## config.mk

```make
export PLATFORM = sky130hd
export DESIGN_NAME = csr_regfile_flat
export DESIGN_NICKNAME = d
export VERILOG_FILES = /design/src/rtl/csr_regfile_if.sv /design/src/rtl/csr_regfile.sv /design/src/flat_wrapper.sv
export SDC_FILE = /design/constraint.sdc
export NUM_CORES = 1
export LEC_CHECK = 0
export ABC_AREA = 1
export BUFFER_PORTS_ARGS = -buffer_cell sky130_fd_sc_hd__buf_4
export CAP_MARGIN = 5
export CORE_MARGIN = 10
export CORE_UTILIZATION = 30
export DETAILED_ROUTE_END_ITERATION = 8
export GPL_ROUTABILITY_DRIVEN = 0
export SLEW_MARGIN = 20
export SYNTH_ARGS = -nofsm -noshare
export SYNTH_HDL_FRONTEND = slang
export SYNTH_SLANG_ARGS = --single-unit
```

## constraint.sdc

```tcl
create_clock -name clk -period 14.83 [get_ports clk]
set_input_delay 0.7415 -clock clk [delete_from_list [all_inputs] [get_ports clk]]
set_output_delay 0.7415 -clock clk [all_outputs]
set_load 0.01 [all_outputs]
```

## src/rtl/csr_regfile_if.sv

```systemverilog
// csr_regfile_if: CSR read/write port shared by the pipeline and the CSR storage.
//   csr_rnum  [13:0]  read CSR number
//   csr_rdata [31:0]  read data, combinational
//   csr_we            write enable
//   csr_wnum  [13:0]  write CSR number
//   csr_wdata [31:0]  write data, already field-masked
// master: pipeline side; slave: the register file.
interface csr_regfile_if;
  logic [13:0] csr_rnum;
  logic [31:0] csr_rdata;
  logic        csr_we;
  logic [13:0] csr_wnum;
  logic [31:0] csr_wdata;

  modport master (output csr_rnum, csr_we, csr_wnum, csr_wdata, input csr_rdata);
  modport slave  (input csr_rnum, csr_we, csr_wnum, csr_wdata, output csr_rdata);
endinterface

```

## src/rtl/csr_regfile.sv

```systemverilog
// csr_regfile: architectural CSR storage. It accepts one CSR write per cycle, applies the
// side effects of exception entry and ertn, runs the constant timer and raises has_int.
//   clk, reset     clock; asynchronous active-high reset
//   bus            CSR read/write port (slave)
//   ex_*           exception commit: ecode, subcode, pc, and an optional bad virtual address
//   ertn_valid     ertn commit
//   hw_int[7:0]    level-sensitive external interrupt lines
//   ex_entry       EENTRY value
//   ertn_pc        ERA value
//   crmd_plv       CRMD.PLV value
//   has_int        an enabled interrupt is pending
module csr_regfile #(
  parameter int TIMER_WIDTH = 32
) (
  input  logic                clk,
  input  logic                reset,
  csr_regfile_if.slave        bus,
  input  logic                ex_valid,
  input  logic [5:0]          ex_ecode,
  input  logic [8:0]          ex_esubcode,
  input  logic [31:0]         ex_pc,
  input  logic                ex_badv_valid,
  input  logic [31:0]         ex_badv,
  input  logic                ertn_valid,
  input  logic [7:0]          hw_int,
  output logic [31:0]         ex_entry,
  output logic [31:0]         ertn_pc,
  output logic [1:0]          crmd_plv,
  output logic                has_int
);
  localparam logic [13:0] A_CRMD = 14'h00, A_PRMD = 14'h01, A_ECFG = 14'h04, A_ESTAT = 14'h05;
  localparam logic [13:0] A_ERA = 14'h06, A_BADV = 14'h07, A_EENTRY = 14'h0C;
  localparam logic [13:0] A_SAVE0 = 14'h30, A_SAVE1 = 14'h31, A_SAVE2 = 14'h32, A_SAVE3 = 14'h33;
  localparam logic [13:0] A_TID = 14'h40, A_TCFG = 14'h41, A_TVAL = 14'h42, A_TICLR = 14'h44;
  localparam logic [TIMER_WIDTH-1:0] TV_ONE = TIMER_WIDTH'(1);

  logic [8:0]             crmd;
  logic [2:0]             prmd;
  logic [12:0]            ecfg;
  logic [1:0]             is_sw;
  logic [7:0]             is_hw;
  logic                   is_timer;
  logic [5:0]             ecode;
  logic [8:0]             esubcode;
  logic [31:0]            era, badv, eentry, tid;
  logic [31:0]            save [4];
  logic [TIMER_WIDTH-1:0] tcfg, tval, tval_next;
  logic                   wr_en, timer_fire, ticlr_hit;
  logic [12:0]            is_all;
  logic [31:0]            estat, rdata;

  // Exception and ertn commits both pre-empt a WB-stage CSR write in the same cycle.
  assign wr_en     = bus.csr_we & ~ex_valid & ~ertn_valid;
  assign ticlr_hit = wr_en && bus.csr_wnum == A_TICLR && bus.csr_wdata[0];
  assign is_all    = {1'b0, is_timer, 1'b0, is_hw, is_sw};
  assign estat     = {1'b0, esubcode, ecode, 4'b0000, is_all[11:0]};

  // Down-counter: 1->0 raises the timer flag; in periodic mode the reload happens on the
  // cycle after reaching 0, so software sees TVAL==0 for one cycle.
  always_comb begin
    tval_next  = tval;
    timer_fire = 1'b0;
    if (wr_en && bus.csr_wnum == A_TCFG && bus.csr_wdata[0]) begin
      tval_next = {bus.csr_wdata[TIMER_WIDTH-1:2], 2'b00};
    end else if (tcfg[0]) begin
      if (tval != '0) begin
        tval_next  = tval - TV_ONE;
        timer_fire = (tval == TV_ONE);
      end else if (tcfg[1]) begin
        tval_next = {tcfg[TIMER_WIDTH-1:2], 2'b00};
      end
    end
  end

  always_ff @(posedge clk or posedge reset) begin
    if (reset) begin
      crmd     <= 9'h008;
      prmd     <= '0;
      ecfg     <= '0;
      is_sw    <= '0;
      is_hw    <= '0;
      is_timer <= 1'b0;
      ecode    <= '0;
      esubcode <= '0;
      era      <= '0;
      badv     <= '0;
      eentry   <= '0;
      tid      <= '0;
      save[0]  <= '0;
      save[1]  <= '0;
      save[2]  <= '0;
      save[3]  <= '0;
      tcfg     <= '0;
      tval     <= '0;
    end else begin
      is_hw <= hw_int;
      tval  <= tval_next;
      if (timer_fire)     is_timer <= 1'b1;
      else if (ticlr_hit) is_timer <= 1'b0;

      if (ex_valid) begin
        prmd      <= crmd[2:0];
        crmd[2:0] <= 3'b000;
        era       <= ex_pc;
        ecode     <= ex_ecode;
        esubcode  <= ex_esubcode;
        if (ex_badv_valid) badv <= ex_badv;
      end else if (ertn_valid) begin
        crmd[2:0] <= prmd;
      end else if (wr_en) begin
        case (bus.csr_wnum)
          A_CRMD:   crmd   <= bus.csr_wdata[8:0];
          A_PRMD:   prmd   <= bus.csr_wdata[2:0];
          A_ECFG:   ecfg   <= bus.csr_wdata[12:0];
          A_ESTAT:  is_sw  <= bus.csr_wdata[1:0];
          A_ERA:    era    <= bus.csr_wdata;
          A_BADV:   badv   <= bus.csr_wdata;
          A_EENTRY: eentry <= bus.csr_wdata;
          A_SAVE0, A_SAVE1, A_SAVE2, A_SAVE3: save[bus.csr_wnum[1:0]] <= bus.csr_wdata;
          A_TID:    tid    <= bus.csr_wdata;
          A_TCFG:   tcfg   <= bus.csr_wdata[TIMER_WIDTH-1:0];
          default: ;
        endcase
      end
    end
  end

  always_comb begin
    rdata = '0;
    case (bus.csr_rnum)
      A_CRMD:   rdata = {23'b0, crmd};
      A_PRMD:   rdata = {29'b0, prmd};
      A_ECFG:   rdata = {19'b0, ecfg};
      A_ESTAT:  rdata = estat;
      A_ERA:    rdata = era;
      A_BADV:   rdata = badv;
      A_EENTRY: rdata = eentry;
      A_SAVE0, A_SAVE1, A_SAVE2, A_SAVE3: rdata = save[bus.csr_rnum[1:0]];
      A_TID:    rdata = tid;
      A_TCFG:   rdata = 32'(tcfg);
      A_TVAL:   rdata = 32'(tval);
      default:  rdata = '0;
    endcase
  end

  assign bus.csr_rdata = rdata;
  assign ex_entry      = eentry;
  assign ertn_pc       = era;
  assign crmd_plv      = crmd[1:0];
  assign has_int       = crmd[2] & |(is_all & ecfg);
endmodule

```

## src/flat_wrapper.sv

```systemverilog
// flat-port wrapper written by rule: the top's interface ports become plain ports
module csr_regfile_flat 
#(
  parameter int TIMER_WIDTH = 32
)
  (clk, reset, ex_valid, ex_ecode, ex_esubcode, ex_pc, ex_badv_valid, ex_badv, ertn_valid, hw_int, ex_entry, ertn_pc, crmd_plv, has_int, bus_csr_rnum, bus_csr_we, bus_csr_wnum, bus_csr_wdata, bus_csr_rdata);
  csr_regfile_if bus_i ();
  input  logic clk;
  input  logic reset;
  input  logic ex_valid;
  input  logic [5:0] ex_ecode;
  input  logic [8:0] ex_esubcode;
  input  logic [31:0] ex_pc;
  input  logic ex_badv_valid;
  input  logic [31:0] ex_badv;
  input  logic ertn_valid;
  input  logic [7:0] hw_int;
  output logic [31:0] ex_entry;
  output logic [31:0] ertn_pc;
  output logic [1:0] crmd_plv;
  output logic has_int;
  input wire logic [$bits(bus_i.csr_rnum)-1:0] bus_csr_rnum;
  input wire logic [$bits(bus_i.csr_we)-1:0] bus_csr_we;
  input wire logic [$bits(bus_i.csr_wnum)-1:0] bus_csr_wnum;
  input wire logic [$bits(bus_i.csr_wdata)-1:0] bus_csr_wdata;
  output wire logic [$bits(bus_i.csr_rdata)-1:0] bus_csr_rdata;
  assign bus_i.csr_rnum = bus_csr_rnum;
  assign bus_i.csr_we = bus_csr_we;
  assign bus_i.csr_wnum = bus_csr_wnum;
  assign bus_i.csr_wdata = bus_csr_wdata;
  assign bus_csr_rdata = bus_i.csr_rdata;
  csr_regfile #(.TIMER_WIDTH(TIMER_WIDTH)) u_core (.clk(clk), .reset(reset), .bus(bus_i), .ex_valid(ex_valid), .ex_ecode(ex_ecode), .ex_esubcode(ex_esubcode), .ex_pc(ex_pc), .ex_badv_valid(ex_badv_valid), .ex_badv(ex_badv), .ertn_valid(ertn_valid), .hw_int(hw_int), .ex_entry(ex_entry), .ertn_pc(ertn_pc), .crmd_plv(crmd_plv), .has_int(has_int));
endmodule
```

# Word-level counts from Yosys, hierarchy flattened
# Cells that the tools add are included.
[word_totals]
register_bits = 371
inputBits = 153
output_inout_bits = 99
word_cells = 125
[op_classes]
add_sub_neg = 1
n_lt_le_gt_ge = 3
eq_ne = 29
mux = 33
bitwise = 8
reduce_logical = 32
[ops]
columns = ["op", "count"]
rows = [
  ["two-way mux 32 bit", 16],
  ["case mux 32 bit (11 select lines)", 1],
  ["bitwise mux 128 bit", 1],
  ["equality test 14 x 3 -> 1 bit, second input constant", 8],
  ["equality test 14 x 6 -> 1 bit, second input constant", 8],
  ["equality test 14 x 7 -> 1 bit, second input constant", 6],
  ["binary-select mux 32 bit (select 2 bit)", 1],
  ["demux 32 bit (select 2 bit)", 1],
  ["equality test 32 x 1 -> 1 bit, second input constant", 1],
  ["AND reduction 4 bit", 8],
  ["nonzero test 32 bit", 1],
  ["subtractor 32 x 1 -> 32 bit, second input constant", 1],
  ["equality test 14 x 1 -> 1 bit, second input constant", 2],
  ["equality test 14 x 4 -> 1 bit, second input constant", 2],
  ["logical NOT 14 bit", 2],
  ["two-way mux 3 bit", 8],
  ["bitwise AND 12 x 13 -> 13 bit", 1],
  ["OR reduction 13 bit", 1],
  ["nonzero test 2 bit", 6],
  ["nonzero test 3 bit", 3],
  ["OR reduction 4 bit", 2],
  ["greater-or-equal comparator 3 bit, second input constant", 2],
  ["NOT 2 -> 3 bit", 2],
  ["AND reduction 3 bit", 2],
  ["8 further kinds", 20],
]

# Logic depth before layout (Yosys ltp)
[logic_depth]
ltp_word = 7
ltp_mapped = 13
depth_no_buf = 12

# Worst setup path before layout
# Ideal clock, no wire load.
[synth_timing]
path_type = "input-to-output"
startpoint = "input port bus_csr_rnum[0]"
endpoint = "output port bus_csr_rdata[22]"
arrival_time_ns = 2.087
required_ns = 14.089
slack_ns = 12.001
cell_stages = 11
path_buffers = 2
path_cell_list = "clkbuf_1 -> nor2_1 -> inv_1 -> nor2_1 -> inv_1 -> nor2_1 -> clkbuf_1 -> nand2_1 -> o21ai_0 -> nor2_1 -> nand2_1"
[synth_via]
elab_chain_cells = 5
elab_cells_between_ends = 20
classes_between = "eq/ne (13); mux (4); bitwise (1); reduce/logical (2)"
[synth_rtl]
columns = ["element", "line_no", "text"]
rows = [
  ["start: declaration", "flat_wrapper.sv:22", "input wire logic [$bits(bus_i.csr_rnum)-1:0] bus_csr_rnum;"],
  ["NOT 2 -> 3 bit (implied by the code)", "csr_regfile.sv:138", "A_SAVE0, A_SAVE1, A_SAVE2, A_SAVE3: rdata = save[bus.csr_rnum[1:0]];"],
  ["binary-select mux 32 bit (select 2 bit)", "csr_regfile.sv:138", ""],
  ["two-way mux 32 bit (implied by the code) (2 in series)", "csr_regfile.sv:138", ""],
  ["case mux 32 bit (11 select lines) (*)", "csr_regfile.sv:130", "case (bus.csr_rnum)"],
  ["end: declaration", "flat_wrapper.sv:26", "output wire logic [$bits(bus_i.csr_rdata)-1:0] bus_csr_rdata;"],
]
# Mark *: on every way between the ends. The rest lies on a longest branch, timed or not. The select of a mux whose other input is x is not followed.

# Worst setup path after layout
[layout_timing]
startpoint = "input port bus_csr_rnum[13]"
endpoint = "output port bus_csr_rdata[30]"
[layout_via]
elab_chain_cells = 3
elab_cells_between_ends = 16
classes_between = "eq/ne (13); mux (1); reduce/logical (2)"
[layout_rtl]
columns = ["element", "line_no"]
rows = [
  ["equality test 14 x 6 -> 1 bit", "csr_regfile.sv:130"],
  ["OR reduction 4 bit", "csr_regfile.sv:130"],
  ["case mux 32 bit (11 select lines) (*)", "csr_regfile.sv:130"],
]
# Mark *: on every way between the ends. The rest lies on a longest branch, timed or not.

==> summary.txt <==
Worst hold path
  • Hold Path Depth: 1
  • Worst Min Path Start: hw_int[7]
  • WHS Endpoint: u_core.is_hw[7]
  • Hold Path Class: in -> reg

Finish
  • Layout cell share with drive strength beyond 1: 0.1347
  • Post-layout util: 0.3698
  • # fillers: about 6.7k
  • Nets: between 2k and 3k
  • Antenna cells: 0
  • Area growth from synthesis to layout: 21.54%

Detailed routing
  • Wire per inst: 21.72 um
  • Drt via density: roughly 5
  • WL final: ~79000 um
  • DR vias: 18.62k
  • DRT Pass-1 Iters: 6
  • DRT iter0 DRCs: about 2.3k
  • DR DRC count: 0
  • Antenna Nets Post-Route: 0

Placement
  • Dpl hpwl: 56650 um
  • IO buf count: 251
  • Dpl ws: slightly below 10000 ps

STA
  • Min cycle time layout: 5007 ps
  • Clk_skew: between 6 and 7 ps
  • Max Slew Vio Count: 0
  • Final setup fails: 0
  • Worst-margin pin slew: around 1000 ps
  • Final Hold Fails: 0
  • Max-slew headroom: 0.2984
  • Fmax: 199.7 MHz
  • Unrepaired setup endpoints after global routing: false
  • Setup ws final: 9823 ps
  • Final TNS setup: 0 ps
  • Period utilisation layout: 0.3377

Worst setup path
  • Crit path kind: in -> out
  • Critical path launch point type: input port
  • Critical path arrival: around 4300 ps
  • Reg2Reg Capture Point: u_core.tval[3]
  • CP endpoint kind: primary output
  • R2R cell count: 12
  • Worst EP required: about 14000 ps
  • FF-to-FF Start: u_core.tval[0]
  • Worst reg-to-reg setup slack: approximately 12000 ps
  • Worst Setup SP: bus_csr_rnum[13]
  • CP max FO: between 80 and 90

Clocking
  • # Post-CTS Setup Buffers: 0
  • TritonCTS clock tree: done
  • Clock Latency Late Sink: between 500 and 600 ps
  • CTS buffer count: 42
  • Clk root buf: clkbuf_16
  • # H-tree levels: 2
  • Clock Path Buffers: 3
  • # hold bufs at CTS: 0
  • CTS Sinks: ~370
  • CTS clk-pin slew, worst paths: around 60 ps
  • Resized cells post-CTS: 0

Pwr
  • Power per cell area: ~110 nW/um2
  • Maximum VDD drop: ~74 uV
  • Pleak: approximately 0.011 uW

Synth
  • Register bit total from synthesis: 371
  • YS warnings: 0
  • Asr flop ratio synth: 1.000
  • Netlist cell types: 38
  • Synth Cell Area: 18850 um2
  • Post-synthesis sequential area ratio: 0.4927
  • Post-Synthesis Cells: 2569
  • Post-synth EDFFs: 0
  • Synthesized Nets: 2724
  • Top_reg_cell synth: dfrtp_1
  • Post-Syn Area per Cell: about 7.3 um2

Global routing
  • First-pass GRT wire length: roughly 120000 um
  • Vias in the first global route: 18.12k
  • GRT Total Usage: 0.2083
  • Global route overflow: 0
  • Largest net degree at the start of global routing: 160
  • Initial antenna violation count: 2

Run
  • Max-cap violations: 0

Floorplanning
  • Initial core utilization: 0.3043
  • Area of the core: 61940 um2
  • Die W: roughly 270 um
  • Row count: about 90
  • Num ports: 252
  • Die area: ~73000 um2
  • Die H: ~270 um

Status
  • Status: complete, no violations
==> stage by stage <==
step | instance area (um2) | power (uW) | hold slack (ps) | cells
final | 22910 | 2412 | 269.1 | 3620
after global routing | 22910 | 2487 | 263.2 | 3620
after floorplan | 18850 | 1216 | 442.2 | 2569
after CTS | 22910 | 2425 | 248.3 | 3620
after global placement | 21510 | 1344 | 464.9 | 3548
after detailed placement | 21510 | 1345 | 472.7 | 3548
==> cell type report <==
| class | instances | area, um2 | share of cell area |
|---|---|---|---|
| Clock buffer | 61 | 1234 | 0.05386 |
| Clock inverter | 11 | 163.9 | 0.007155 |
| Inverter | 168 | 638.1 | 0.02786 |
| Multi-Input combinational cell | 1889 | 8402 | 0.3668 |
| Sequential cell | 371 | 9285 | 0.4053 |
| Tap cell | 837 | 1047 | 0.04572 |
| Timing Repair Buffer | 283 | 2137 | 0.09329 |
==> sequential cells by signal, indices dropped and copies added, names as in the netlist <==
name	count
u_core.esubcode	9
u_core.is_sw	2
u_core.ecode	6
u_core.save	128
u_core.prmd	3
u_core.badv	32
u_core.tid	32
u_core.is_hw	8
u_core.is_timer	1
u_core.crmd	9
u_core.ex_entry	32
u_core.ertn_pc	32
u_core.tval	32
u_core.tcfg	32
u_core.ecfg	13
==> synthesized netlist by cell type (all sizes together), types with 9 or more instances <==
| library cell | count | area share |
|---|---|---|
| a21oi | 79 | 0.021 |
| o21ai | 330 | 0.088 |
| o22ai | 12 | 0.0040 |
| nor2 | 250 | 0.051 |
| inv | 166 | 0.033 |
| nand3 | 247 | 0.067 |
| nand2 | 861 | 0.17 |
| buf | 29 | 0.0080 |
| clkbuf | 112 | 0.022 |
| nor3 | 9 | 0.0029 |
| xor2 | 12 | 0.0056 |
| nand4 | 65 | 0.022 |
| dfrtp | 370 | 0.49 |
==> cells by family (layout without fill, tap and decap cells) <==
| group | Yosys count | count (layout) | synth area share |
|---|---|---|---|
| AOI/OAI and AO/OA | 429 | 429 | 0.1160 |
| xor gates and xnor gates | 13 | 13 | 0.006041 |
| adders and majority gates | 2 | 2 | 0.001328 |
| buffers and inverters | 309 | 523 | 0.06380 |
| DFF | 371 | 371 | 0.4927 |
| and+or+nand+nor | 1445 | 1445 | 0.3202 |
==> layout by cell type (no fill, tap or decap), types with 4 or more instances in the layout <==
cell,count
nand3_1,240
bufinv_16,4
buf_4,282
clkbuf_1,9
nor2_2,4
nand4_1,64
nor2_1,243
nor3_1,6
inv_1,161
nand2_1,859
xor2_1,12
o22ai_1,12
clkinv_2,4
a21oi_1,79
o21ai_0,327
clkbuf_16,43
nand3b_1,8
inv_2,4
clkbuf_8,9
nand3_2,7
dfrtp_1,370
==> report_power, final <==
group	switching, uW	total [uW]	internal, uW	leakage [uW]
logic	150	228	78.1	0.00550
registers	49.7	1100	1050	0.00492
clock network	440	1080	644	0.000682
total	639	2410	1770	0.0111
==> metal layers <==
metal  part of all wire  track usage  vias up
met5                  0            0        -
met4              0.049      0.09732        0
met3              0.085      0.04517      161
li1                   -            -     8725
met2               0.45       0.3255      842
met1               0.42       0.2709     8890
==> how the worst max path moves through the flow <==
stage	slack, ps	end	depth (start not counted)
after detailed placement	9830	bus_csr_rdata[30]	13
after CTS	9830	bus_csr_rdata[30]	13
after global placement	9850	bus_csr_rdata[30]	13
after floorplan	3790	u_core.badv[0]	1
final	9820	bus_csr_rdata[30]	13
after global routing	9580	bus_csr_rdata[30]	13
==> worst max-delay path: stages <==
cell and delay [ps]:
buf_4 100, or2_1 210, nor2_1 360, nand2_1 220, inv_2 80, buf_4 620
nand2_1 620, inv_1 580, nand2_1 90, nand2_1 70, nor2_1 50, nand2_1 230
buf_4 180
(Power assumes the default switching activity.)
